### config.mk
export PLATFORM = sky130hd
export DESIGN_NAME = cpu_fetch_queue_flat
export DESIGN_NICKNAME = d
export VERILOG_FILES = /design/src/rtl/cpu_fetch_queue_if.sv /design/src/rtl/cpu_fetch_queue.sv /design/src/flat_wrapper.sv
export SDC_FILE = /design/constraint.sdc
export NUM_CORES = 1
export LEC_CHECK = 0
export ABC_CLOCK_PERIOD_IN_PS = 4800
export BUFFER_PORTS_ARGS = -buffer_cell sky130_fd_sc_hd__buf_4
export CORE_UTILIZATION = 61
export DETAILED_ROUTE_END_ITERATION = 10
export GPL_ROUTABILITY_DRIVEN = 0
export GPL_TIMING_DRIVEN = 0
export PLACE_DENSITY = 0.84
export SLEW_MARGIN = 20
export SYNTH_ARGS = -nofsm -noshare
export SYNTH_HDL_FRONTEND = slang
export SYNTH_SLANG_ARGS = --single-unit
### constraint.sdc
create_clock -name i_clock -period 4.8 [get_ports i_clock]
set_input_delay 0.48 -clock i_clock [delete_from_list [all_inputs] [get_ports i_clock]]
set_output_delay 0.48 -clock i_clock [all_outputs]
set_load 0.005 [all_outputs]
### src/rtl/cpu_fetch_queue_if.sv
// Fetch -> decode queue bus: producer push side, consumer pop side and occupancy status.
// master = fetch/decode environment, slave = the queue itself.
interface cpu_fetch_queue_if #(
  parameter int DW    = 64,
  parameter int DEPTH = 4
);
  localparam int CW = $clog2(DEPTH + 1);

  // Handshake: a word moves on a side exactly in a cycle where that side's valid and ready
  // are both high at the rising edge; valid never waits on ready, and o_ready depends only on
  // registered state (no i_ready -> o_ready path).
  logic          i_flush;
  logic          i_valid;
  logic          o_ready;
  logic [DW-1:0] i_data;
  logic          o_valid;
  logic          i_ready;
  logic [DW-1:0] o_data;
  logic [CW-1:0] o_count;
  logic          o_almost_full;
  logic          o_empty;

  modport master (
    output i_flush, i_valid, i_data, i_ready,
    input  o_ready, o_valid, o_data, o_count, o_almost_full, o_empty
  );

  modport slave (
    input  i_flush, i_valid, i_data, i_ready,
    output o_ready, o_valid, o_data, o_count, o_almost_full, o_empty
  );
endinterface

### src/rtl/cpu_fetch_queue.sv
// Fetch-to-decode FIFO with first-word fall-through, flush and occupancy status.
// Optional zero-latency pass-through when empty: define CPU_FETCH_QUEUE_BYPASS_EN.
module cpu_fetch_queue #(
  parameter int DW          = 64,
  parameter int DEPTH       = 4,
  parameter int ALMOST_FULL = 3
) (
  input  logic                i_clock,
  input  logic                i_reset,
  cpu_fetch_queue_if.slave    bus
);
  localparam int AW = $clog2(DEPTH);
  localparam int CW = $clog2(DEPTH + 1);
  localparam logic [CW-1:0] DEPTH_C = CW'(DEPTH);
  localparam logic [CW-1:0] AF_C    = CW'(ALMOST_FULL);
  localparam logic [CW-1:0] ZERO_C  = '0;
  localparam logic [CW-1:0] ONE_C   = CW'(1);

  logic [AW-1:0] wr_ptr_q, wr_ptr_d;
  logic [AW-1:0] rd_ptr_q, rd_ptr_d;
  logic [CW-1:0] count_q,  count_d;
  logic [DW-1:0] mem_q [DEPTH];

  logic stored_valid;
  logic push;
  logic pop;
  logic pass_through;

  assign stored_valid = (count_q != ZERO_C);

  always_comb begin
    pass_through = 1'b0;
`ifdef CPU_FETCH_QUEUE_BYPASS_EN
    // An empty queue hands the offered word straight to a ready consumer without storing it.
    pass_through = !stored_valid && bus.i_valid && !bus.i_flush && bus.i_ready;
`endif
    push = bus.i_valid && (count_q != DEPTH_C) && !pass_through;
    pop  = stored_valid && bus.i_ready;
  end

  always_comb begin
    wr_ptr_d = wr_ptr_q;
    rd_ptr_d = rd_ptr_q;
    count_d  = count_q;
    if (bus.i_flush) begin
      wr_ptr_d = '0;
      rd_ptr_d = '0;
      count_d  = '0;
    end else begin
      if (push) wr_ptr_d = wr_ptr_q + 1'b1;
      if (pop)  rd_ptr_d = rd_ptr_q + 1'b1;
      case ({push, pop})
        2'b10:   count_d = count_q + ONE_C;
        2'b01:   count_d = count_q - ONE_C;
        default: count_d = count_q;
      endcase
    end
  end

  always_ff @(posedge i_clock or negedge i_reset) begin
    if (!i_reset) begin
      wr_ptr_q <= '0;
      rd_ptr_q <= '0;
      count_q  <= '0;
    end else begin
      wr_ptr_q <= wr_ptr_d;
      rd_ptr_q <= rd_ptr_d;
      count_q  <= count_d;
    end
  end

  // Storage is deliberately not reset; count_q alone decides which entries are meaningful.
  always_ff @(posedge i_clock) begin
    if (push && !bus.i_flush) mem_q[wr_ptr_q] <= bus.i_data;
  end

  always_comb begin
    bus.o_valid = stored_valid;
    bus.o_data  = mem_q[rd_ptr_q];
`ifdef CPU_FETCH_QUEUE_BYPASS_EN
    if (!stored_valid && bus.i_valid && !bus.i_flush) begin
      bus.o_valid = 1'b1;
      bus.o_data  = bus.i_data;
    end
`endif
  end

  assign bus.o_ready       = (count_q != DEPTH_C);
  assign bus.o_count       = count_q;
  assign bus.o_almost_full = (count_q >= AF_C);
  assign bus.o_empty       = (count_q == ZERO_C);

endmodule

### src/flat_wrapper.sv
// flat-port wrapper written by rule: the top's interface ports become plain ports
module cpu_fetch_queue_flat 
#(
  parameter int DW          = 64,
  parameter int DEPTH       = 4,
  parameter int ALMOST_FULL = 3
)
  (i_clock, i_reset, bus_i_flush, bus_i_valid, bus_i_data, bus_i_ready, bus_o_ready, bus_o_valid, bus_o_data, bus_o_count, bus_o_almost_full, bus_o_empty);
  cpu_fetch_queue_if #(.DW(DW), .DEPTH(DEPTH)) bus_i ();
  input  logic i_clock;
  input  logic i_reset;
  input wire logic [$bits(bus_i.i_flush)-1:0] bus_i_flush;
  input wire logic [$bits(bus_i.i_valid)-1:0] bus_i_valid;
  input wire logic [$bits(bus_i.i_data)-1:0] bus_i_data;
  input wire logic [$bits(bus_i.i_ready)-1:0] bus_i_ready;
  output wire logic [$bits(bus_i.o_ready)-1:0] bus_o_ready;
  output wire logic [$bits(bus_i.o_valid)-1:0] bus_o_valid;
  output wire logic [$bits(bus_i.o_data)-1:0] bus_o_data;
  output wire logic [$bits(bus_i.o_count)-1:0] bus_o_count;
  output wire logic [$bits(bus_i.o_almost_full)-1:0] bus_o_almost_full;
  output wire logic [$bits(bus_i.o_empty)-1:0] bus_o_empty;
  assign bus_i.i_flush = bus_i_flush;
  assign bus_i.i_valid = bus_i_valid;
  assign bus_i.i_data = bus_i_data;
  assign bus_i.i_ready = bus_i_ready;
  assign bus_o_ready = bus_i.o_ready;
  assign bus_o_valid = bus_i.o_valid;
  assign bus_o_data = bus_i.o_data;
  assign bus_o_count = bus_i.o_count;
  assign bus_o_almost_full = bus_i.o_almost_full;
  assign bus_o_empty = bus_i.o_empty;
  cpu_fetch_queue #(.DW(DW), .DEPTH(DEPTH), .ALMOST_FULL(ALMOST_FULL)) u_core (.i_clock(i_clock), .i_reset(i_reset), .bus(bus_i));
endmodule
==> run summary <==
The flow ran to the end, and the final reports show no timing, DRC or antenna violations. In the final timing run, aggregate negative setup slack is 0 ns. The tools report the library cell used as clock root buffer as clkbuf_16. The total overflow left after global routing is 0. Slew at the pin with the worst max-slew slack: 0.668 ns. Setup repair after global routing left no endpoint under its margin. For the number of optimization iterations in the first detailed-route pass, the log shows 4. The most used flip-flop cell after synthesis is edfxtp_1. 140 I/O pins were placed. VDD sags by at most 0.000371 V. The run gives 0 as the post-CTS resize count.

The number of nets in the synthesized netlist was 477. The synthesized design contains 263 register bits. Walking the worst path, the cells encountered are buf_2 -> buf_2 -> mux4_2 -> buf_4. Along the worst path, the maximum fanout reaches 10.

The global-route wire length before repair was 26900 µm; the count of final max-slew check failures was 0. The level count of the clock H-tree was 1; the average routed wire per standard cell was 22.1 µm. The count of unique library cells instantiated by Yosys is 34. The internal portion of the total power is 0.00428 W.

The multi-input combinational cells in the finished layout cover a total of 1820 µm². The biggest cell delay along the critical path works out to 0.37 ns. The beginning of the worst register-to-register path was u_core.bus.o_count[2].

The layer flagged by global routing as most heavily used is met2. The global-route met1 utilization was 0.291. The origin of the worst setup path is u_core.rd_ptr_q[1]. The run gives 0.162 ns as the post-route worst hold slack. For the worst setup path, the data required time is 4.32 ns. The critical path in this run is classified as reg2out. The relative slew slack was 0.555; the die width was 129 µm. The worst setup path is launched from a register.

The count of buffers inserted at the top-level ports was 138. TritonCTS built the clock tree. The relative area change from synthesis to final layout is 23.3%. Based on the critical path, the design can be clocked at up to 0.397 GHz. The number of buffer and inverter instances along the worst setup path is 3. The number of buffers on the longest clock path was 3. The pin count of the biggest net entering global routing is 42. For the count of synthesis-stage warnings from yosys, the log shows 0.

The initial standard-cell utilization of the core is 0.621, and the fraction of registers with async set or reset after synthesis is 0.0266. The share of total power consumed by net switching is 0.219, and the slack of the worst reg-to-reg path is 2.55 ns. For the number of nets in the finished design, the log shows 648. Dominant delay contributor by cell family on the critical path: buffers and inverters.

Measured along the y axis, the die boundary spans 129 µm. Number of core rows: 46. Buffers inserted during clock tree synthesis total 26. In this run the remaining antenna-violating nets after routing total 0. Summing all placed instances gives a cell area of 11200 µm². The core region is 15800 µm². 0 antenna diodes ended up in the layout. The startpoint identified for the worst hold timing path is bus_i_data[44].

For the all-layer global routing usage, the log shows 0.221. In the synthesized netlist, the number of instances is 403. The share of synthesized area occupied by flip-flops and latches came out at 0.800.

Across the whole layout, storage elements account for 7860 µm². The synthesized design contains 256 enable-type register cells. Number of failing setup endpoints in the final timing report: 0. After clock tree synthesis, the clock-pin slew on the worst setup and hold paths is 0.06 ns. Share of post-route cells with drive strength above 1: 0.455.

The mean instance size in the synthesized netlist is 24.4 µm². The total via count after detailed routing was 4742. Sequential fraction of design power: 0.482. The met3 global-route usage is 0.0503. Once routing completed, OpenROAD measured the worst setup slack at 2.28 ns. The later pin in the worst-skew pair is clocked with a latency of 0.51 ns.

In the layout the commonest cells are edfxtp_1 (256), buf_4 (142), mux4_2 (64). For the initial antenna violation count, the log shows 0. The min-delay analysis places its worst path in the category in2reg. STA puts the critical path data arrival time at 2.04 ns. The total power density per cell area was 452 nW/µm². In this run the power spent charging and discharging nets is 0.00120 W.

Combinational cell fraction of total power: 0.152. The die area is 16600 µm², and the total detailed-routing wirelength is 17900 µm. For the total of fill cells in the finished design, the log shows 839. The tools report the share of power burned in the clock network as 0.366. The library cell used most frequently in the layout, excluding fill and tap cells, is edfxtp_1.

The clock period minus final worst setup slack works out to 2.52 ns. The logs give 0.0121 ns for the worst clock skew and 10900 µm for the detailed-placement wirelength estimate. The number of failing hold endpoints at the final stage was 0.

The cell occurring most often along the worst timing path is buf_2. OpenSTA, run right after detailed placement, puts the worst setup slack at 2.22 ns. The cell area after technology mapping came out at 9830 µm². For this design the static power due to leakage is 4.15 nW. The finished cells cover 12100 µm².

The detailed router finished its first iteration with 290 violations. Total of max-cap violations: 0. In the routed design, unresolved DRC markers number 0.

The ratio of final minimum period to clock period is 0.524. The clock sink count was 263; the met2 layer usage reported by global route was 0.369. The critical-path cell with the highest stage delay is mux4_2.

The via count normalized by instance count is 5.86. The number of global-route vias before repair was 4960. The worst setup path is captured at an output port.
-- per-layer routing --
layer  wire length, µm  up-vias
met5                 0        -
met4               459        0
met3              1470       47
met2              9150      213
met1              6830     2429
li1                  -     2053
-- worst register-to-register path, cell delays in order (launching register included) --
cell,delay (ns)
dfrtp_1,0.43
nor3b_1,0.20
nor3_1,0.41
and2_4,0.55
buf_12,0.31
-- power by group through the flow --
| stage | combinational (W) | sequential, W | clock (W) |
|---|---|---|---|
| 2_1_floorplan | 0.000457 | 0.00268 | 0 |
| 3_3_place_gp | 0.000807 | 0.00269 | 0 |
| 3_5_place_dp | 0.000843 | 0.00269 | 0 |
| 4_1_cts | 0.000852 | 0.00264 | 0.00203 |
| 5_1_grt | 0.000896 | 0.00265 | 0.00211 |
| 6_report | 0.000834 | 0.00264 | 0.00200 |
-- worst paths after layout --
path                                    endpoint  depth (start not counted)
setup / recovery                   bus_o_data[2]                          4
max in group asynchronous     u_core.rd_ptr_q[0]                          2
min in group asynchronous  u_core.bus.o_count[2]                          2
setup reg to reg             u_core.mem_q[2][15]                          4
hold reg to reg               u_core.wr_ptr_q[1]                          2
hold / removal               u_core.mem_q[1][44]                          1
-- area by class of cell --
| cell class | count | area share |
|---|---|---|
| Tap cell | 216 | 0.0223 |
| Buffer | 20 | 0.0115 |
| Clock inverter | 13 | 0.0104 |
| Sequential cell | 263 | 0.649 |
| Inverter | 6 | 0.00186 |
| Clock buffer | 34 | 0.0612 |
| Multi-Input combinational cell | 114 | 0.150 |
| Timing Repair Buffer | 143 | 0.0942 |
-- cells by family (layout without fill, tap and decap cells) --
| group | count (synthesis) | after routing | share of synthesized area |
|---|---|---|---|
| compound gates | 18 | 18 | 0.0125 |
| buf+inv | 26 | 216 | 0.0164 |
| simple gates | 24 | 24 | 0.0148 |
| mux | 64 | 64 | 0.147 |
| fa+ha+maj | 5 | 5 | 0.00713 |
| flops | 263 | 263 | 0.800 |
| xor+xnor | 3 | 3 | 0.00267 |
-- sequential cells by signal (all words and copies together) (netlist names) --
register,count
u_core.wr_ptr_q,2
u_core.bus.o_count,3
u_core.mem_q,256
u_core.rd_ptr_q,2
-- through the flow --
stage	util	std cells	total power [W]
finish	0.766	809	0.00548
floorplan	-	403	0.00314
CTS	0.766	809	0.00553
global route	0.766	809	0.00566
global placement	0.704	757	0.00350
detailed placement	0.710	761	0.00353
-- what timing repair did --
action                                 CTS  global route
hold buffers                             1             0
setup buffers                            0             0
endpoints found under the hold margin    7             0
-- Yosys cell counts (all sizes together), types with 3 or more instances --
library cell | count | area, µm²
edfxtp | 256 | 7690
ha | 4 | 50.1
inv | 6 | 22.5
o21ai | 3 | 15.0
nand2b | 5 | 31.3
mux4 | 64 | 1440
a21oi | 5 | 25.0
nand3 | 3 | 15.0
dfrtp | 7 | 175
and2 | 5 | 31.3
buf | 19 | 135
No activity file was read; power rests on OpenSTA's default activity.
